[config.mk]
export PLATFORM = sky130hd
export DESIGN_NAME = tracker_query_arbiter_flat
export DESIGN_NICKNAME = d
export VERILOG_FILES = /design/src/rtl/tracker_query_arbiter_if.sv /design/src/rtl/tracker_query_arbiter.sv /design/src/flat_wrapper.sv
export SDC_FILE = /design/constraint.sdc
export NUM_CORES = 1
export LEC_CHECK = 0
export CAP_MARGIN = 20
export CORE_AREA = 2 2 243 245
export DETAILED_ROUTE_END_ITERATION = 16
export DIE_AREA = 0 0 245 247
export PLACE_DENSITY = 0.41
export SLEW_MARGIN = 20
export SYNTH_ARGS = -nofsm -noshare
export SYNTH_HDL_FRONTEND = slang
export SYNTH_SLANG_ARGS = --single-unit
export TNS_END_PERCENT = 50
[constraint.sdc]
create_clock -name clk -period 2.8 [get_ports clk]
set_clock_uncertainty 0.15 [all_clocks]
set_input_delay 0.56 -clock clk [delete_from_list [all_inputs] [get_ports clk]]
set_output_delay 0.56 -clock clk [all_outputs]
set_load 0.02 [all_outputs]
[src/rtl/tracker_query_arbiter_if.sv]
// Requester-side bus of tracker_query_arbiter.
//   master : requester side (drives requests, consumes responses)
//   slave  : arbiter side (accepts requests, produces responses)
// Signals:
//   req_valid/req_ready   per-requester request handshake (ready is a grant pulse)
//   req_kind              0 = timing query, 1 = range query
//   req_value             look-back depth for a timing query
//   req_lo/req_hi         range bounds (signed) for a range query
//   rsp_valid/rsp_ready   per-requester response handshake
//   rsp_time              {start, end}, shared, qualified by rsp_valid
//   rsp_hit/rsp_err       query hit / request rejected
interface tracker_query_arbiter_if #(
  parameter int unsigned NUM_REQ = 4
);
  logic [NUM_REQ-1:0]       req_valid;
  logic [NUM_REQ-1:0]       req_ready;
  logic [NUM_REQ-1:0]       req_kind;
  logic [NUM_REQ-1:0][31:0] req_value;
  logic [NUM_REQ-1:0][31:0] req_lo;
  logic [NUM_REQ-1:0][31:0] req_hi;
  logic [NUM_REQ-1:0]       rsp_valid;
  logic [NUM_REQ-1:0]       rsp_ready;
  logic [1:0][31:0]         rsp_time;
  logic                     rsp_hit;
  logic                     rsp_err;

  modport master (
    output req_valid, req_kind, req_value, req_lo, req_hi, rsp_ready,
    input  req_ready, rsp_valid, rsp_time, rsp_hit, rsp_err
  );

  modport slave (
    input  req_valid, req_kind, req_value, req_lo, req_hi, rsp_ready,
    output req_ready, rsp_valid, rsp_time, rsp_hit, rsp_err
  );
endinterface

[src/rtl/tracker_query_arbiter.sv]
// tracker_query_arbiter: shares one signal_tracker query port pair among
// NUM_REQ requesters. Round-robin grant, drives the tracker's combinational
// query inputs from registers, waits SETTLE_CYCLES, captures the result and
// returns it on a per-requester valid/ready response channel.
// Ports:
//   clk, rst_n      clock, asynchronous active-low reset
//   bus             tracker_query_arbiter_if.slave (request/response bus)
//   trk_value       -> tracker value_in   (park value 0)
//   trk_range       -> tracker range_in   {lo, hi} (park value {1,0})
//   trk_time        <- tracker time_out   {start, end}, signed
//   trk_range_hit   <- tracker range_out
// Build option: define TRACKER_RANGE_QUERY_EN to support range queries;
// otherwise every range request is answered with rsp_err and trk_range is
// tied to its park value.
module tracker_query_arbiter #(
  parameter int unsigned NUM_REQ       = 4,
  parameter int unsigned BUFFER_WIDTH  = 8,
  parameter int unsigned SETTLE_CYCLES = 1
) (
  input  logic                   clk,
  input  logic                   rst_n,
  tracker_query_arbiter_if.slave bus,
  output logic [31:0]            trk_value,
  output logic [1:0][31:0]       trk_range,
  input  logic [1:0][31:0]       trk_time,
  input  logic                   trk_range_hit
);
  localparam int unsigned      IDX_W      = $clog2(NUM_REQ);
  localparam int unsigned      CNT_W      = $clog2(SETTLE_CYCLES + 1);
  localparam logic [1:0][31:0] PARK_RANGE = {32'd1, 32'd0};

  typedef enum logic [2:0] {IDLE, ISSUE, SETTLE, CAPTURE, RESPOND, PARK} state_t;

  state_t                   state_q, state_d;
  logic [IDX_W-1:0]         rr_ptr_q, rr_ptr_d;
  logic [IDX_W-1:0]         g_q, g_d;
  logic [CNT_W-1:0]         cnt_q, cnt_d;
  logic                     err_q, err_d;
  logic [31:0]              value_q, value_d;
  logic [NUM_REQ-1:0]       rsp_valid_q, rsp_valid_d;
  logic [1:0][31:0]         rsp_time_q, rsp_time_d;
  logic                     rsp_hit_q, rsp_hit_d;
  logic                     rsp_err_q, rsp_err_d;
  logic [31:0]              trk_value_q, trk_value_d;
`ifdef TRACKER_RANGE_QUERY_EN
  localparam logic [31:0]   MAX_IDX = 32'(BUFFER_WIDTH - 1);
  logic                     kind_q, kind_d;
  logic [31:0]              lo_q, lo_d, hi_q, hi_d;
  logic [1:0][31:0]         trk_range_q, trk_range_d;
`else
  logic                     unused_range_hit;
  assign unused_range_hit = trk_range_hit;
`endif

  logic                     found;
  logic [IDX_W-1:0]         gidx;
  logic [IDX_W-1:0]         cand;
  int unsigned              idx;
  logic                     req_bad;
  logic [NUM_REQ-1:0]       req_ready_c;

  // First pending requester at or after rr_ptr, wrapping.
  always_comb begin
    found = 1'b0;
    gidx  = '0;
    idx   = 0;
    cand  = '0;
    for (int unsigned i = 0; i < NUM_REQ; i++) begin
      idx = 32'(rr_ptr_q) + i;
      if (idx >= NUM_REQ) idx = idx - NUM_REQ;
      cand = IDX_W'(idx);
      if (!found && bus.req_valid[cand]) begin
        found = 1'b1;
        gidx  = cand;
      end
    end
  end

  always_comb begin
    req_bad = 1'b0;
    if (bus.req_kind[gidx]) begin
`ifdef TRACKER_RANGE_QUERY_EN
      req_bad = ($signed(bus.req_hi[gidx]) < $signed(bus.req_lo[gidx])) ||
                bus.req_lo[gidx][31] ||
                ($signed(bus.req_hi[gidx]) > $signed(MAX_IDX));
`else
      req_bad = 1'b1;
`endif
    end else begin
      req_bad = (bus.req_value[gidx] == '0) || (bus.req_value[gidx] > BUFFER_WIDTH);
    end
  end

  always_comb begin
    state_d     = state_q;
    rr_ptr_d    = rr_ptr_q;
    g_d         = g_q;
    cnt_d       = cnt_q;
    err_d       = err_q;
    value_d     = value_q;
    rsp_valid_d = rsp_valid_q;
    rsp_time_d  = rsp_time_q;
    rsp_hit_d   = rsp_hit_q;
    rsp_err_d   = rsp_err_q;
    trk_value_d = trk_value_q;
`ifdef TRACKER_RANGE_QUERY_EN
    kind_d      = kind_q;
    lo_d        = lo_q;
    hi_d        = hi_q;
    trk_range_d = trk_range_q;
`endif
    req_ready_c = '0;

    unique case (state_q)
      IDLE: begin
        if (found) begin
          req_ready_c[gidx] = 1'b1;
          g_d     = gidx;
          value_d = bus.req_value[gidx];
          err_d   = req_bad;
`ifdef TRACKER_RANGE_QUERY_EN
          kind_d  = bus.req_kind[gidx];
          lo_d    = bus.req_lo[gidx];
          hi_d    = bus.req_hi[gidx];
`endif
          // Rejected requests skip the tracker; CAPTURE builds the error
          // response so rsp_valid rises one edge after the grant.
          state_d = req_bad ? CAPTURE : ISSUE;
        end
      end
      ISSUE: begin
`ifdef TRACKER_RANGE_QUERY_EN
        if (kind_q) trk_range_d = {lo_q, hi_q};
        else        trk_value_d = value_q;
`else
        trk_value_d = value_q;
`endif
        cnt_d   = CNT_W'(SETTLE_CYCLES);
        state_d = SETTLE;
      end
      SETTLE: begin
        if (cnt_q == CNT_W'(1)) state_d = CAPTURE;
        else                    cnt_d   = cnt_q - 1'b1;
      end
      CAPTURE: begin
        rsp_valid_d      = '0;
        rsp_valid_d[g_q] = 1'b1;
        if (err_q) begin
          rsp_time_d = '1;
          rsp_hit_d  = 1'b0;
          rsp_err_d  = 1'b1;
        end else begin
          rsp_time_d = trk_time;
          rsp_err_d  = 1'b0;
`ifdef TRACKER_RANGE_QUERY_EN
          rsp_hit_d  = kind_q ? trk_range_hit : (trk_time[1] != '1);
`else
          rsp_hit_d  = (trk_time[1] != '1);
`endif
        end
        state_d = RESPOND;
      end
      RESPOND: begin
        if (bus.rsp_ready[g_q]) begin
          rsp_valid_d = '0;
          rr_ptr_d    = (32'(g_q) == NUM_REQ - 1) ? '0 : g_q + 1'b1;
          // Park registered now so the values are on the tracker during PARK.
          trk_value_d = '0;
`ifdef TRACKER_RANGE_QUERY_EN
          trk_range_d = PARK_RANGE;
`endif
          state_d     = PARK;
        end
      end
      PARK:    state_d = IDLE;
      default: state_d = IDLE;
    endcase
  end

  always_ff @(posedge clk or negedge rst_n) begin
    if (!rst_n) begin
      state_q     <= IDLE;
      rr_ptr_q    <= '0;
      g_q         <= '0;
      cnt_q       <= '0;
      err_q       <= 1'b0;
      value_q     <= '0;
      rsp_valid_q <= '0;
      rsp_time_q  <= '1;
      rsp_hit_q   <= 1'b0;
      rsp_err_q   <= 1'b0;
      trk_value_q <= '0;
`ifdef TRACKER_RANGE_QUERY_EN
      kind_q      <= 1'b0;
      lo_q        <= '0;
      hi_q        <= '0;
      trk_range_q <= PARK_RANGE;
`endif
    end else begin
      state_q     <= state_d;
      rr_ptr_q    <= rr_ptr_d;
      g_q         <= g_d;
      cnt_q       <= cnt_d;
      err_q       <= err_d;
      value_q     <= value_d;
      rsp_valid_q <= rsp_valid_d;
      rsp_time_q  <= rsp_time_d;
      rsp_hit_q   <= rsp_hit_d;
      rsp_err_q   <= rsp_err_d;
      trk_value_q <= trk_value_d;
`ifdef TRACKER_RANGE_QUERY_EN
      kind_q      <= kind_d;
      lo_q        <= lo_d;
      hi_q        <= hi_d;
      trk_range_q <= trk_range_d;
`endif
    end
  end

  assign bus.req_ready = req_ready_c;
  assign bus.rsp_valid = rsp_valid_q;
  assign bus.rsp_time  = rsp_time_q;
  assign bus.rsp_hit   = rsp_hit_q;
  assign bus.rsp_err   = rsp_err_q;
  assign trk_value     = trk_value_q;
`ifdef TRACKER_RANGE_QUERY_EN
  assign trk_range     = trk_range_q;
`else
  assign trk_range     = PARK_RANGE;
`endif
endmodule

[src/flat_wrapper.sv]
// flat-port wrapper written by rule: the top's interface ports become plain ports
module tracker_query_arbiter_flat 
#(
  parameter int unsigned NUM_REQ       = 4,
  parameter int unsigned BUFFER_WIDTH  = 8,
  parameter int unsigned SETTLE_CYCLES = 1
)
  (clk, rst_n, trk_value, trk_range, trk_time, trk_range_hit, bus_req_valid, bus_req_kind, bus_req_value, bus_req_lo, bus_req_hi, bus_rsp_ready, bus_req_ready, bus_rsp_valid, bus_rsp_time, bus_rsp_hit, bus_rsp_err);
  tracker_query_arbiter_if #(.NUM_REQ(NUM_REQ)) bus_i ();
  input  logic clk;
  input  logic rst_n;
  output logic [31:0] trk_value;
  output logic [1:0][31:0] trk_range;
  input  logic [1:0][31:0] trk_time;
  input  logic trk_range_hit;
  input wire logic [$bits(bus_i.req_valid)-1:0] bus_req_valid;
  input wire logic [$bits(bus_i.req_kind)-1:0] bus_req_kind;
  input wire logic [$bits(bus_i.req_value)-1:0] bus_req_value;
  input wire logic [$bits(bus_i.req_lo)-1:0] bus_req_lo;
  input wire logic [$bits(bus_i.req_hi)-1:0] bus_req_hi;
  input wire logic [$bits(bus_i.rsp_ready)-1:0] bus_rsp_ready;
  output wire logic [$bits(bus_i.req_ready)-1:0] bus_req_ready;
  output wire logic [$bits(bus_i.rsp_valid)-1:0] bus_rsp_valid;
  output wire logic [$bits(bus_i.rsp_time)-1:0] bus_rsp_time;
  output wire logic [$bits(bus_i.rsp_hit)-1:0] bus_rsp_hit;
  output wire logic [$bits(bus_i.rsp_err)-1:0] bus_rsp_err;
  assign bus_i.req_valid = bus_req_valid;
  assign bus_i.req_kind = bus_req_kind;
  assign bus_i.req_value = bus_req_value;
  assign bus_i.req_lo = bus_req_lo;
  assign bus_i.req_hi = bus_req_hi;
  assign bus_i.rsp_ready = bus_rsp_ready;
  assign bus_req_ready = bus_i.req_ready;
  assign bus_rsp_valid = bus_i.rsp_valid;
  assign bus_rsp_time = bus_i.rsp_time;
  assign bus_rsp_hit = bus_i.rsp_hit;
  assign bus_rsp_err = bus_i.rsp_err;
  tracker_query_arbiter #(.NUM_REQ(NUM_REQ), .BUFFER_WIDTH(BUFFER_WIDTH), .SETTLE_CYCLES(SETTLE_CYCLES)) u_core (.clk(clk), .rst_n(rst_n), .bus(bus_i), .trk_value(trk_value), .trk_range(trk_range), .trk_time(trk_time), .trk_range_hit(trk_range_hit));
endmodule
### Word level (Yosys, flattened, before mapping)

Cells that the tools add are included.

| operators by class | value |
|---|---|
| $lt $le $gt $ge | 13 |
| equality and inequality tests | 9 |
| add/sub/neg operators | 9 |
| reductions and logical operators | 19 |
| muxes and demuxes | 48 |

Operators by type and width:

| cell | count |
|---|---|
| 32-bit binary-select mux with 2-bit select | 1 |
| 32-bit 2-to-1 mux | 2 |
| 64-bit 2-to-1 mux | 1 |
| 32-bit case mux with 2 select lines | 1 |
| 32-bit by 4-bit greater-than comparator with 1-bit output (second input constant) | 1 |
| 32-bit zero test | 1 |
| 32-bit inequality test (second input constant) | 1 |
| 2-bit 2-to-1 mux | 10 |
| 2-bit by 3-bit less-than comparator with 1-bit output (second input constant) | 6 |
| 1-bit 2-to-1 mux | 16 |
| 3-bit case mux with 5 select lines | 1 |
| 1-bit binary-select mux with 2-bit select | 6 |
| 4-bit 2-to-1 mux | 3 |
| 3-bit >= comparator (second input constant) | 3 |
| 3-bit 2-to-1 mux | 3 |
| 4-bit case mux with 2 select lines | 1 |
| 2-bit AND reduction | 4 |
| 2-bit by 1-bit subtractor with 2-bit output (second input constant) | 4 |
| 2-bit by 2-bit adder with 3-bit output (second input constant) | 2 |
| 3-bit by 2-bit == test with 1-bit output (second input constant) | 2 |
| 2-bit by 1-bit inequality test with 1-bit output (second input constant) | 3 |
| 2-bit nonzero test | 3 |
| 1-bit logical AND | 5 |
| 1-bit demux with 2-bit select | 2 |
| other kinds (13) | 16 |

| storage, ports and cells | value |
|---|---|
| bits of input ports | 463 |
| logic and storage cells | 110 |
| output and inout port bits | 170 |
| register bits after elaboration | 143 |

### Longest topological paths before layout

| logic depth | value |
|---|---|
| depth in word-level cells | 22 |
| mapped depth | 12 |

### Least setup slack after synthesis

OpenSTA, ideal clock, no wires.

| timing | value |
|---|---|
| kind | input -> register |
| start point | input port bus_req_valid[2] |
| end point | register u_core.state_q[1] |
| stages | 11 |
| library setup time | 0.133 ns |
| path buffers | 3 |
| path slack | -0.325 ns |
| arrival time | 2.842 ns |
| cells stage by stage | nor2b_1 buf_6 or4b_1 buf_2 buf_6 and3_1 o32a_1 a2111oi_2 nand4_1 o31ai_1 a21oi_1 |

| between the ends | value |
|---|---|
| longest elaborated chain between the ends | 20 |

Ends and longest elaborated chain:

| what | line | RTL |
|---|---|---|
| start, declared | flat_wrapper.sv:16 | `input wire logic [$bits(bus_i.req_valid)-1:0] bus_req_valid;` |
| 1-bit binary-select mux with 2-bit select | tracker_query_arbiter.sv:72 | `if (!found && bus.req_valid[cand]) begin` |
| 1-bit 2-to-1 mux (not written as such) | tracker_query_arbiter.sv:72 |  |
| 1-bit 2-to-1 mux | tracker_query_arbiter.sv:72 |  |
| 1-bit zero test | tracker_query_arbiter.sv:72 |  |
| 1-bit logical AND | tracker_query_arbiter.sv:72 |  |
| 1-bit 2-to-1 mux | tracker_query_arbiter.sv:72 |  |
| 1-bit zero test | tracker_query_arbiter.sv:72 |  |
| 1-bit logical AND | tracker_query_arbiter.sv:72 |  |
| [4 not listed] | -- |  |
| 32-bit binary-select mux with 2-bit select | tracker_query_arbiter.sv:90 | `req_bad = (bus.req_value[gidx] == '0) \|\| (bus.req_value[gidx] > BUFFER_WIDTH);` |
| 32-bit 2-to-1 mux (not written as such) | tracker_query_arbiter.sv:90 |  |
| 32-bit by 4-bit greater-than comparator with 1-bit output / 32-bit zero test (equally long branches) | tracker_query_arbiter.sv:90 |  |
| 1-bit logical OR | tracker_query_arbiter.sv:90 |  |
| 1-bit 2-to-1 mux | tracker_query_arbiter.sv:81 | `if (bus.req_kind[gidx]) begin` |
| 2-bit 2-to-1 mux | tracker_query_arbiter.sv:128 | `state_d = req_bad ? CAPTURE : ISSUE;` |
| 3-bit 2-to-1 mux | tracker_query_arbiter.sv:116 | `if (found) begin` |
| 3-bit case mux with 5 select lines | tracker_query_arbiter.sv:114 | `unique case (state_q)` |
| end signal, assigned | tracker_query_arbiter.sv:200 | `state_q <= state_d;` |
| end, declared | tracker_query_arbiter.sv:34 | `state_t state_q, state_d;` |

Parallel ways exist; a longest one is shown, timed or not. The select of a mux whose other input is x is not followed.
A chain may end at the register's enable or synchronous reset.

### Worst setup path after layout

| timing | value |
|---|---|
| start point | input port bus_req_valid[0] |
| end point | register u_core.state_q[1] |

The elaborated chain is that of the path after synthesis.

==> reports/metrics.cfg <==
[status]
status=finished, violations left
failed_checks=setup timing

[synth]
synth_cell_types=52
synth.top_cells.by_area=dfrtp_1 24%, dfstp_2 20%, nand2_1 8.6%
synth-main-ff-cell=dfrtp_1
syn_avg_cell_area_um2=8.52
synth-adder-area-share=0.00605
synth-seq-area-share=0.443
synth_xor_xnor_area_share=0.00212
postSynth.asyncResetShare=1.00
synth_top_area_cell=dfrtp_1
netlist.area_leader.share=0.239
synth_top_family_by_area=simple AND/OR/NAND/NOR gates
muxShareOfSynthArea=0.0191
yosysWarnings=0
syn_area_mm2=0.00827
synth_seq_cells=143
synthCells=970
synth_compound_area_frac=0.191
yosys.area_share.simple=0.234
synth_edf_count=0

[global_route]
grt_first_pass_wirelength_um=57100
grt_usage=0.128
grt_max_degree=91
grt_overflow=0
antenna_found_initial=0
grt_pass1_vias=8579

[placement]
pre_cts_ws_ns=-1.23
place_congestion=0.842
dp_hpwl_um=30900
placed_cell_area_mm2=0.0126
io_buffers=311
placed_cells=2058

[timing]
finalHoldViolCount=0
fmax_ghz=0.318
slew_headroom=0.492
setup_viol=4
drv_slew=0
setup_slack_ns=-0.346
period_needed_ns=3.15
worst_hold_slack_ns=0.00461
finalSetupTns_ns=-0.745
rsz0062_at_grt=true
finalCritPeriodShare=1.12
tightest_slew_ns=0.763

[final_layout]
stdcell_area_mm2=0.0138
stdcell_count=2118
drive_gt1_frac=0.209
fin_nets=1799
n_fill_cell=6380
n_antenna_cell=0
final_util=0.237
synthToLayoutAreaGrowth_pct=67.2

[power_and_ir_drop]
combPwrFrac=0.564
p_clk_frac=0.157
p_leak_nw=5.75
power.internal_mw=8.74
total_power_mw=14.9
p_sw_frac=0.412
pwr-share-seq=0.278
power_density_mw_per_mm2=1070
ir_worst_vdd_mv=0.467
p_sw_mw=6.12

[routing]
wirelength_um=39100
vias=8425
firstDrtPassIters=4
drtAntennaViolNets=0
routedWlPerCell_um=18.5
drc=0
via_per_inst=3.98
drt_first_iter_violations=336

[cts]
cts_buffers=17
clock_path_buffers=2
cts_tree=built
cts-root-buf=clkbuf_16
clock_sinks=143
h-tree-depth=4
path_clk_slew_ns=0.06
clock_latency_ns=0.45

[die]
io_pins=633
rows=89
core_mm2=0.0582
die_area_mm2=0.0605
die_h_um=247
die_w_um=245
initial_utilization=0.142

[worst_setup_path]
crit_type=in2reg
cp-start-kind=input pin
cp_data_arrival_time_ns=3.33
cp-end-kind=register
crit_required_ns=2.98
cp_max_fo=7

[hold_path]
hp-class=in2async

[flow_run]
drv_cap=0

-- cells by family after synthesis --
| logic type | Yosys count |
|---|---|
| simple gates | 410 |
| flops | 143 |
| other cells | 2 |
| fa+ha+maj | 4 |
| xor+xnor | 2 |
| mux | 13 |
| buf+inv | 161 |
| compound gates | 235 |
-- final timing paths --
| kind | end | cells past startpoint | start | slack [ns] |
|---|---|---|---|---|
| hold / removal | u_core.trk_value[14] | 1 | rst_n | 0.005 |
| min in group clk | u_core.bus.rsp_time[21] | 2 | u_core.bus.rsp_time[21] | 0.33 |
| hold reg to reg | u_core.bus.rsp_time[21] | 2 | u_core.bus.rsp_time[21] | 0.33 |
| max in group asynchronous | u_core.value_q[22] | 2 | rst_n | 1.81 |
| setup reg to reg | u_core.state_q[1] | 9 | u_core.rr_ptr_q[0] | -0.32 |
| setup / recovery | u_core.state_q[1] | 10 | bus_req_valid[0] | -0.35 |
-- sequential cells by signal (all words and copies together), names as in the netlist, 2 cells and up --
signal / flops
u_core.bus.rsp_time: 64
u_core.trk_value: 32
u_core.value_q: 32
u_core.bus.rsp_valid: 4
u_core.state_q: 3
u_core.g_q: 2
u_core.rr_ptr_q: 2
-- layout by cell type, fill, tap and decap left out, types with 18 or more instances in the layout --
cell type and instances:
clkdlybuf4s50_1 302, nand2_1 187, o21ai_0 118, buf_4 98
dfrtp_1 76, nor2_1 71, conb_1 64, dfstp_2 64
and3_1 54, nor4_1 25, a21boi_0 22, nor3b_1 22
a221o_1 22, clkbuf_16 18
-- layer usage --
layer,global-route usage,vias to the layer above,routed length [um],share of wire
li1,-,4020,-,-
met1,0.164,3945,17600,0.45
met2,0.196,424,16700,0.43
met3,0.0514,36,4090,0.10
met4,0.0398,0,803,0.021
met5,0,-,0,0
-- cell type report --
| type | count | area [um2] | area share |
|---|---|---|---|
| Inverter | 6 | 22.5 | 0.00163 |
| Clock inverter | 12 | 141 | 0.0102 |
| Tap cell | 773 | 967 | 0.0700 |
| Sequential cell | 143 | 3660 | 0.265 |
| Timing Repair Buffer | 436 | 4370 | 0.316 |
| Multi-Input combinational cell | 728 | 4200 | 0.304 |
| Clock buffer | 20 | 457 | 0.0330 |
-- power by group through the flow --
stage / sequential (mW) / clock, mW / combinational [mW]
after floorplan: 4.82 / 0 / 3.31
after global placement: 4.16 / 0 / 7.84
after detailed placement: 4.19 / 0 / 7.84
after CTS: 4.17 / 2.42 / 8.46
after global routing: 4.30 / 2.50 / 9.18
final: 4.14 / 2.34 / 8.39
-- Yosys cell counts, drive strengths merged (22+ instances only) --
cell / n
buf: 74
nor3b: 23
nand2: 189
dfstp: 64
and3: 58
o21ai: 121
clkbuf: 81
a21boi: 22
a221o: 22
dfrtp: 79
nor4: 25
nor2: 75
-- timing repair --
| action | 4_1_cts | 5_1_grt |
|---|---|---|
| endpoints found under the setup margin | 18 | 7 |
| buffers inserted | 19 | 1 |
| pin swaps | 17 | 9 |
| hold buffers | 0 | 0 |
| gates cloned | 7 | 1 |
| resized for setup | 70 | 6 |
-- critical path: stages --
cell and delay [ns]:
dlygate4sd2_1 0.26, nor2b_4 0.14, or4b_4 0.62, buf_12 0.18, and3_4 0.16, o32a_1 0.38
a2111oi_4 0.37, nand4_1 0.24, o31ai_2 0.31, a21oi_1 0.09
(Power assumes the default switching activity.)
